[src/rtl/eth_port_tx_if.sv]
`default_nettype none
// +--------------------------------------------------------------------+
// | eth_port_tx_if : host stream + switch port bundle for eth_port_tx   |
// | Rev 1.0                                                             |
// +--------------------------------------------------------------------+
interface eth_port_tx_if;
  logic [31:0] host_data;
  logic        host_valid;
  logic        host_last;
  logic        host_ready;
  logic [31:0] tx_data;
  logic        tx_sop;
  logic        tx_eop;
  logic        tx_stall;
  logic [15:0] tx_pkt_cnt;
  logic        err_runt;
  logic        err_oversize;

  modport master (
    output host_data, host_valid, host_last, tx_stall,
    input  host_ready, tx_data, tx_sop, tx_eop, tx_pkt_cnt, err_runt, err_oversize
  );

  modport slave (
    input  host_data, host_valid, host_last, tx_stall,
    output host_ready, tx_data, tx_sop, tx_eop, tx_pkt_cnt, err_runt, err_oversize
  );
endinterface
`default_nettype wire

[src/rtl/eth_port_tx.sv]
`default_nettype none
// +--------------------------------------------------------------------+
// | eth_port_tx : store-and-forward packet transmitter for one switch  |
// | ingress port. Rev 1.0                                              |
// +--------------------------------------------------------------------+
module eth_port_tx #(
  parameter int FIFO_DEPTH    = 64,
  parameter int MAX_PKT_WORDS = 32,
  parameter int IPG_CYCLES    = 1
) (
  input  logic         clk,
  input  logic         reset,
  eth_port_tx_if.slave bus
);
  localparam int AW = $clog2(FIFO_DEPTH);
  localparam int PW = $clog2(MAX_PKT_WORDS) + 1;
  localparam logic [AW:0]   c_depth   = (AW+1)'(FIFO_DEPTH);
  localparam logic [AW:0]   c_ptr_one = (AW+1)'(1);
  localparam logic [PW-1:0] c_pos_cap = PW'(MAX_PKT_WORDS - 1);
  localparam logic [PW-1:0] c_pos_one = PW'(1);
  localparam logic [3:0]    c_ipg     = 4'(IPG_CYCLES);

  typedef enum logic [1:0] {S_IDLE = 2'd0, S_SEND = 2'd1, S_GAP = 2'd2} state_t;

  logic [32:0]   r_mem [FIFO_DEPTH];
  logic [AW:0]   r_wr_spec, r_wr_commit, r_rd, r_pkt_avail;
  logic [PW-1:0] r_pos;
  logic          r_drop, r_commit_pend, r_host_ready, r_err_runt, r_err_ovf;
  state_t        r_state, w_state_nxt;
  logic [3:0]    r_gap, w_gap_nxt;
  logic [31:0]   r_tx_data, w_tx_data_nxt;
  logic          r_tx_sop, r_tx_eop, w_sop_nxt, w_eop_nxt, w_pop, w_launch;
  logic [15:0]   r_pkt_cnt;

  logic          w_acc, w_runt, w_wr, w_cap, w_close, w_ovf, w_drop_nxt;
  logic [AW:0]   w_wr_spec_nxt, w_rd_nxt;
  logic [32:0]   w_rd_word;

  assign w_acc         = bus.host_valid & r_host_ready;
  assign w_runt        = w_acc & ~r_drop & (r_pos == '0) & bus.host_last;
  assign w_wr          = w_acc & ~r_drop & ~w_runt;
  assign w_cap         = (r_pos == c_pos_cap);
  assign w_close       = w_wr & (bus.host_last | w_cap);
  assign w_ovf         = w_wr & w_cap & ~bus.host_last;
  assign w_drop_nxt    = r_drop ? ~(w_acc & bus.host_last) : w_ovf;
  assign w_wr_spec_nxt = w_runt ? r_wr_commit : (w_wr ? r_wr_spec + c_ptr_one : r_wr_spec);
  assign w_rd_nxt      = w_pop ? r_rd + c_ptr_one : r_rd;
  assign w_rd_word     = r_mem[r_rd[AW-1:0]];

  // A word reaching the length cap is stored as the packet's last word.
  always_ff @(posedge clk) begin
    if (w_wr) r_mem[r_wr_spec[AW-1:0]] <= {bus.host_last | w_cap, bus.host_data};
  end

  always_ff @(posedge clk or negedge reset) begin
    if (!reset) begin
      r_wr_spec     <= '0;
      r_wr_commit   <= '0;
      r_rd          <= '0;
      r_pkt_avail   <= '0;
      r_pos         <= '0;
      r_drop        <= 1'b0;
      r_commit_pend <= 1'b0;
      r_host_ready  <= 1'b0;
      r_err_runt    <= 1'b0;
      r_err_ovf     <= 1'b0;
    end else begin
      r_wr_spec     <= w_wr_spec_nxt;
      r_rd          <= w_rd_nxt;
      r_drop        <= w_drop_nxt;
      r_commit_pend <= w_close;
      r_err_runt    <= w_runt;
      r_err_ovf     <= w_ovf;
      r_host_ready  <= ((w_wr_spec_nxt - w_rd_nxt) != c_depth) | w_drop_nxt;
      if (w_close) begin
        r_wr_commit <= r_wr_spec + c_ptr_one;
        r_pos       <= '0;
      end else if (w_wr) begin
        r_pos <= r_pos + c_pos_one;
      end
      // Commit is seen by the reader one cycle after the closing word.
      case ({r_commit_pend, w_launch})
        2'b10:   r_pkt_avail <= r_pkt_avail + c_ptr_one;
        2'b01:   r_pkt_avail <= r_pkt_avail - c_ptr_one;
        default: r_pkt_avail <= r_pkt_avail;
      endcase
    end
  end

  always_comb begin
    w_state_nxt   = r_state;
    w_gap_nxt     = r_gap;
    w_pop         = 1'b0;
    w_launch      = 1'b0;
    w_tx_data_nxt = '0;
    w_sop_nxt     = 1'b0;
    w_eop_nxt     = 1'b0;
    case (r_state)
      S_IDLE: begin
        if ((r_pkt_avail != '0) && !bus.tx_stall) begin
          w_launch      = 1'b1;
          w_pop         = 1'b1;
          w_sop_nxt     = 1'b1;
          w_tx_data_nxt = w_rd_word[31:0];
          w_eop_nxt     = w_rd_word[32];
          w_state_nxt   = w_rd_word[32] ? S_GAP : S_SEND;
          w_gap_nxt     = c_ipg;
        end
      end
      S_SEND: begin
        w_pop         = 1'b1;
        w_tx_data_nxt = w_rd_word[31:0];
        w_eop_nxt     = w_rd_word[32];
        if (w_rd_word[32]) begin
          w_state_nxt = S_GAP;
          w_gap_nxt   = c_ipg;
        end
      end
      S_GAP: begin
        if (r_gap == '0) w_state_nxt = S_IDLE;
        else             w_gap_nxt   = r_gap - 4'd1;
      end
      default: w_state_nxt = S_IDLE;
    endcase
  end

  always_ff @(posedge clk or negedge reset) begin
    if (!reset) begin
      r_state   <= S_IDLE;
      r_gap     <= '0;
      r_tx_data <= '0;
      r_tx_sop  <= 1'b0;
      r_tx_eop  <= 1'b0;
      r_pkt_cnt <= '0;
    end else begin
      r_state   <= w_state_nxt;
      r_gap     <= w_gap_nxt;
      r_tx_data <= w_tx_data_nxt;
      r_tx_sop  <= w_sop_nxt;
      r_tx_eop  <= w_eop_nxt;
      r_pkt_cnt <= r_pkt_cnt + 16'(w_eop_nxt);
    end
  end

  assign bus.host_ready   = r_host_ready;
  assign bus.tx_data      = r_tx_data;
  assign bus.tx_sop       = r_tx_sop;
  assign bus.tx_eop       = r_tx_eop;
  assign bus.tx_pkt_cnt   = r_pkt_cnt;
  assign bus.err_runt     = r_err_runt;
  assign bus.err_oversize = r_err_ovf;
endmodule
`default_nettype wire
[src/flat_wrapper.sv]
// flat-port wrapper written by rule: the top's interface ports become plain ports
module eth_port_tx_flat 
#(
  parameter int FIFO_DEPTH    = 64,
  parameter int MAX_PKT_WORDS = 32,
  parameter int IPG_CYCLES    = 1
)
  (clk, reset, bus_host_data, bus_host_valid, bus_host_last, bus_tx_stall, bus_host_ready, bus_tx_data, bus_tx_sop, bus_tx_eop, bus_tx_pkt_cnt, bus_err_runt, bus_err_oversize);
  eth_port_tx_if bus_i ();
  input  logic clk;
  input  logic reset;
  input wire logic [$bits(bus_i.host_data)-1:0] bus_host_data;
  input wire logic [$bits(bus_i.host_valid)-1:0] bus_host_valid;
  input wire logic [$bits(bus_i.host_last)-1:0] bus_host_last;
  input wire logic [$bits(bus_i.tx_stall)-1:0] bus_tx_stall;
  output wire logic [$bits(bus_i.host_ready)-1:0] bus_host_ready;
  output wire logic [$bits(bus_i.tx_data)-1:0] bus_tx_data;
  output wire logic [$bits(bus_i.tx_sop)-1:0] bus_tx_sop;
  output wire logic [$bits(bus_i.tx_eop)-1:0] bus_tx_eop;
  output wire logic [$bits(bus_i.tx_pkt_cnt)-1:0] bus_tx_pkt_cnt;
  output wire logic [$bits(bus_i.err_runt)-1:0] bus_err_runt;
  output wire logic [$bits(bus_i.err_oversize)-1:0] bus_err_oversize;
  assign bus_i.host_data = bus_host_data;
  assign bus_i.host_valid = bus_host_valid;
  assign bus_i.host_last = bus_host_last;
  assign bus_i.tx_stall = bus_tx_stall;
  assign bus_host_ready = bus_i.host_ready;
  assign bus_tx_data = bus_i.tx_data;
  assign bus_tx_sop = bus_i.tx_sop;
  assign bus_tx_eop = bus_i.tx_eop;
  assign bus_tx_pkt_cnt = bus_i.tx_pkt_cnt;
  assign bus_err_runt = bus_i.err_runt;
  assign bus_err_oversize = bus_i.err_oversize;
  eth_port_tx #(.FIFO_DEPTH(FIFO_DEPTH), .MAX_PKT_WORDS(MAX_PKT_WORDS), .IPG_CYCLES(IPG_CYCLES)) u_core (.clk(clk), .reset(reset), .bus(bus_i));
endmodule
[config.mk]
export PLATFORM = sky130hd
export DESIGN_NAME = eth_port_tx_flat
export DESIGN_NICKNAME = d
export VERILOG_FILES = /design/src/rtl/eth_port_tx_if.sv /design/src/rtl/eth_port_tx.sv /design/src/flat_wrapper.sv
export SDC_FILE = /design/constraint.sdc
export NUM_CORES = 2
export LEC_CHECK = 0
export ABC_CLOCK_PERIOD_IN_PS = 5300
export BUFFER_PORTS_ARGS = -buffer_cell sky130_fd_sc_hd__buf_4
export CAP_MARGIN = 20
export CORE_AREA = 10 10 455 457
export CTS_BUF_LIST = sky130_fd_sc_hd__clkbuf_16
export DETAILED_ROUTE_END_ITERATION = 16
export DIE_AREA = 0 0 465 467
export GPL_TIMING_DRIVEN = 0
export MAX_ROUTING_LAYER = met4
export PLACE_DENSITY_LB_ADDON = 0.2
export SLEW_MARGIN = 20
export SYNTH_ARGS = -nofsm -noshare
export SYNTH_HDL_FRONTEND = slang
export SYNTH_SLANG_ARGS = --single-unit
[constraint.sdc]
create_clock -name clk -period 5.3 [get_ports clk]
set_input_delay 0 -clock clk [delete_from_list [all_inputs] [get_ports clk]]
set_output_delay 0 -clock clk [all_outputs]
set_load 0.005 [all_outputs]
==> out/metrics.csv <==
metric,value,unit
post-synthesis instance total,3768,
"basic-gate share of the synthesized area counting and, or, nand and nor cells",1.70,%
count of endpoints failing setup in the final report,0,
overall die height,467,um
share of the synthesized area in compound gates (AO/OA/AOI/OAI),2.43,%
gr usage total,24.6,%
Max VDD drop,0.385,mV
DR iter-0 viols,6426,
startpoint-to-endpoint class of the critical path,reg -> reg,
antenna violations before repair,15,
multi-input gate area in the final layout,18400,sq um
post-route clock skew,38.5,ps
vias per cell,6.16,
power share of the clock group,28.4,%
Layout Nets,4310,
routed wire length per instance,37.0,um
"leading cell type in the layout, fill and taps excluded",sky130_fd_sc_hd__edfxtp_1,
share of synthesized area occupied by flip-flops and latches,77.7,%
final-layout setup total negative slack,0,ps
maximum clock frequency,191,MHz
final number of hold-violating endpoints,0,
clock tree from TritonCTS,built,
CTS sink count,2207,
I/O pin count,90,
total number of vias,43700,
residual overflow from global routing,0,
final slew viol count,0,
floorplan core area,198000,sq um
switching power of the nets,17500,uW
path type of the worst min-delay path,in -> reg,
required time worst endpoint,6040,ps
static leakage power,0.0317,uW
ratio of cells with drive above 1 in the final layout,28.8,%
Die Wd,465,um
final critical-path share of the clock period,98.6,%
Worst-Margin Slew,1360,ps
HPWL reported at the end of detailed placement,178000,um
sequential share of power,38.9,%
maximum number of buffers from clock root to sink,3,
number of global-route vias before repair,43100,
setup repair after global routing missed its margin,false,
Antenna Nets Post-Route,0,
gp weighted congestion,0.901,
clock buffers created by TritonCTS,220,
count of port buffers added during placement,89,
min setup slack post-route,72.6,ps
power density over the cells,519,nW/um^2
maximum level of the CTS H-tree,4,
share of synthesized flip-flops with an asynchronous set or reset,4.30,%
total internal power,34100,uW
register area,65800,sq um
category of the worst setup path launch point,register,
switching power share of the total,33.9,%
largest net degree at the start of global routing,65,
combinational family with the most area after synthesis,multiplexers,
cell chosen for the clock root,sky130_fd_sc_hd__clkbuf_16,
maximum fanout along the worst path,10,
clock transition time at the flip-flop clock pins of the worst setup and hold paths,60,ps
adder-cell share of the synthesized area,0.304,%
highest-count cells in the layout ignoring fill and taps,"sky130_fd_sc_hd__edfxtp_1, sky130_fd_sc_hd__mux4_2, sky130_fd_sc_hd__clkbuf_16",
starting utilization of the core area,42.7,%
count of filler cells inserted in the layout,15800,
first-pass GRT wire length,360000,um
number of placement rows,164,
syn avg cell area,22.5,sq um
flip-flop and latch count after synthesis,2207,
count of flip-flops with a built-in enable after synthesis,2112,
DRC violations left,0,
count of maximum capacitance violations,0,
synthesis-to-layout area growth,17.2,%
length of the first detailed-routing pass in iterations,6,
Synth Area in XOR/XNOR,0.387,%
min Tclk post-route,5230,ps
primary flip-flop cell chosen by synthesis mapping,sky130_fd_sc_hd__edfxtp_1,
number of warnings printed during yosys synthesis,0,
clock network latency to the later pin of the worst-skew pair,880,ps
portion of total power attributed to combinational logic,32.8,%
Detailed Route WL,263000,um
arrival time worst endpoint,5960,ps
Critical Path Sink Type,register,
number of distinct library cells after synthesis,62,
die area,217000,sq um
tightest slew margin relative to the limit,9.09,%
post-synthesis mux area share,16.3,%
outcome,"finished, final reports clean",
"Cell Area, Synth",84700,sq um
total nets after synthesis,3825,
Setup Slack @ Placement,-57.1,ps
critical path, stage by stage (launching register included):
cell and delay (ps):
sky130_fd_sc_hd__dfrtp_1 390, sky130_fd_sc_hd__clkbuf_1 490, sky130_fd_sc_hd__clkdlybuf4s15_1 940, sky130_fd_sc_hd__clkbuf_1 510, sky130_fd_sc_hd__clkbuf_1 830, sky130_fd_sc_hd__xor2_1 400, sky130_fd_sc_hd__ha_1 330, sky130_fd_sc_hd__a21oi_1 130
sky130_fd_sc_hd__o21ai_0 140, sky130_fd_sc_hd__a21o_1 220, sky130_fd_sc_hd__or3_1 310, sky130_fd_sc_hd__a2111o_1 380
cells in the mapped netlist, types with 24 or more instances:
cell type,instances,area [sq um]
sky130_fd_sc_hd__xnor2_1,24,210
sky130_fd_sc_hd__mux4_2,572,12900
sky130_fd_sc_hd__a22oi_1,87,653
sky130_fd_sc_hd__nand3_1,37,185
sky130_fd_sc_hd__edfxtp_1,2112,63400
sky130_fd_sc_hd__buf_1,31,116
sky130_fd_sc_hd__nor2b_1,46,288
sky130_fd_sc_hd__o21ai_0,27,135
sky130_fd_sc_hd__mux2i_1,87,871
sky130_fd_sc_hd__buf_2,97,485
sky130_fd_sc_hd__a211oi_1,45,338
sky130_fd_sc_hd__inv_1,28,105
sky130_fd_sc_hd__clkbuf_1,58,218
sky130_fd_sc_hd__nor2_1,108,405
sky130_fd_sc_hd__dfrtp_1,95,2380
sky130_fd_sc_hd__nand2_1,56,210
sky130_fd_sc_hd__a21oi_1,99,495
path summary, 6_finish.rpt:
check,cells after the start,slack [ps],start,endpoint
min,5,50,bus_host_last,u_core.r_pos[2]$_DFFE_PN0P_
max,11,70,u_core.r_rd[3]$_DFF_PN0_,u_core.bus.host_ready$_DFF_PN0_
max reg2reg,11,70,u_core.r_rd[3]$_DFF_PN0_,u_core.bus.host_ready$_DFF_PN0_
max in group asynchronous,4,4700,reset,u_core.bus.tx_data[2]$_DFF_PN0_
min in group asynchronous,4,260,reset,u_core.bus.tx_pkt_cnt[2]$_DFF_PN0_
min reg2reg,1,470,u_core.bus.tx_pkt_cnt[15]$_DFF_PN0_,u_core.bus.tx_pkt_cnt[15]$_DFF_PN0_
final cells by class:
class                           instances  area share [%]
Sequential cell                      2207            66.2
Timing Repair Buffer                  264            4.08
Clock inverter                        180            1.17
Antenna cell                            8          0.0202
Inverter                               30           0.113
Multi-Input combinational cell       1331            18.5
Tap cell                             2656            3.35
Clock buffer                          222            5.59
Buffer                                199           0.949
through the flow:
stage	cell area, sq um	hold slack [ps]	util, %	cells	power (uW)
floorplan	84700	-296	-	3768	29900
global route	99300	93.1	50.1	7094	53100
global placement	88700	293	44.7	6513	36700
CTS	99300	10.7	50.0	7087	51700
finish	99300	49.4	50.1	7097	51600
detailed placement	92100	-43.6	46.4	6645	37200
state kept, by name, summed over array words and instances, names as in the netlist, 2 cells and up:
| register | count |
|---|---|
| u_core.r_state | 2 |
| u_core.r_mem | 2112 |
| u_core.bus.tx_pkt_cnt | 16 |
| u_core.r_wr_commit | 7 |
| u_core.r_wr_spec | 7 |
| u_core.bus.tx_data | 32 |
| u_core.r_rd | 7 |
| u_core.r_pos | 6 |
| u_core.r_pkt_avail | 7 |
| u_core.r_gap | 4 |
kinds of logic after synthesis:
| logic type | count (synthesis) |
|---|---|
| DFF | 2207 |
| muxes | 663 |
| AOI/OAI and AO/OA | 314 |
| and+or+nand+nor | 299 |
| buffers and inverters | 230 |
| xor gates and xnor gates | 35 |
| adders and majority gates | 20 |
routing by layer:
metal	global-route usage [%]	share of wire [%]	wire [um]
met5	-	0	0
met4	9.67	4.6	12200
met3	5.10	9.8	25800
met2	37.7	47	123000
met1	32.6	39	102000
power groups by stage:
stage / logic [uW] / registers (uW) / clock network (uW)
global placement: 16300 / 20500 / 0
CTS: 16800 / 20000 / 14800
floorplan: 9520 / 20400 / 0
global route: 17400 / 20100 / 15600
finish: 16900 / 20000 / 14600
detailed placement: 16700 / 20400 / 0
repair_timing:
| item | in CTS | in global routing |
|---|---|---|
| resized for setup | 0 | 2 |
| setup buffers | 0 | 0 |
| setup endpoints to repair | 1 | 1 |
| endpoints found under the hold margin | 2192 | 0 |
| hold buffers | 41 | 0 |
Power figures use the tool's default switching activity.
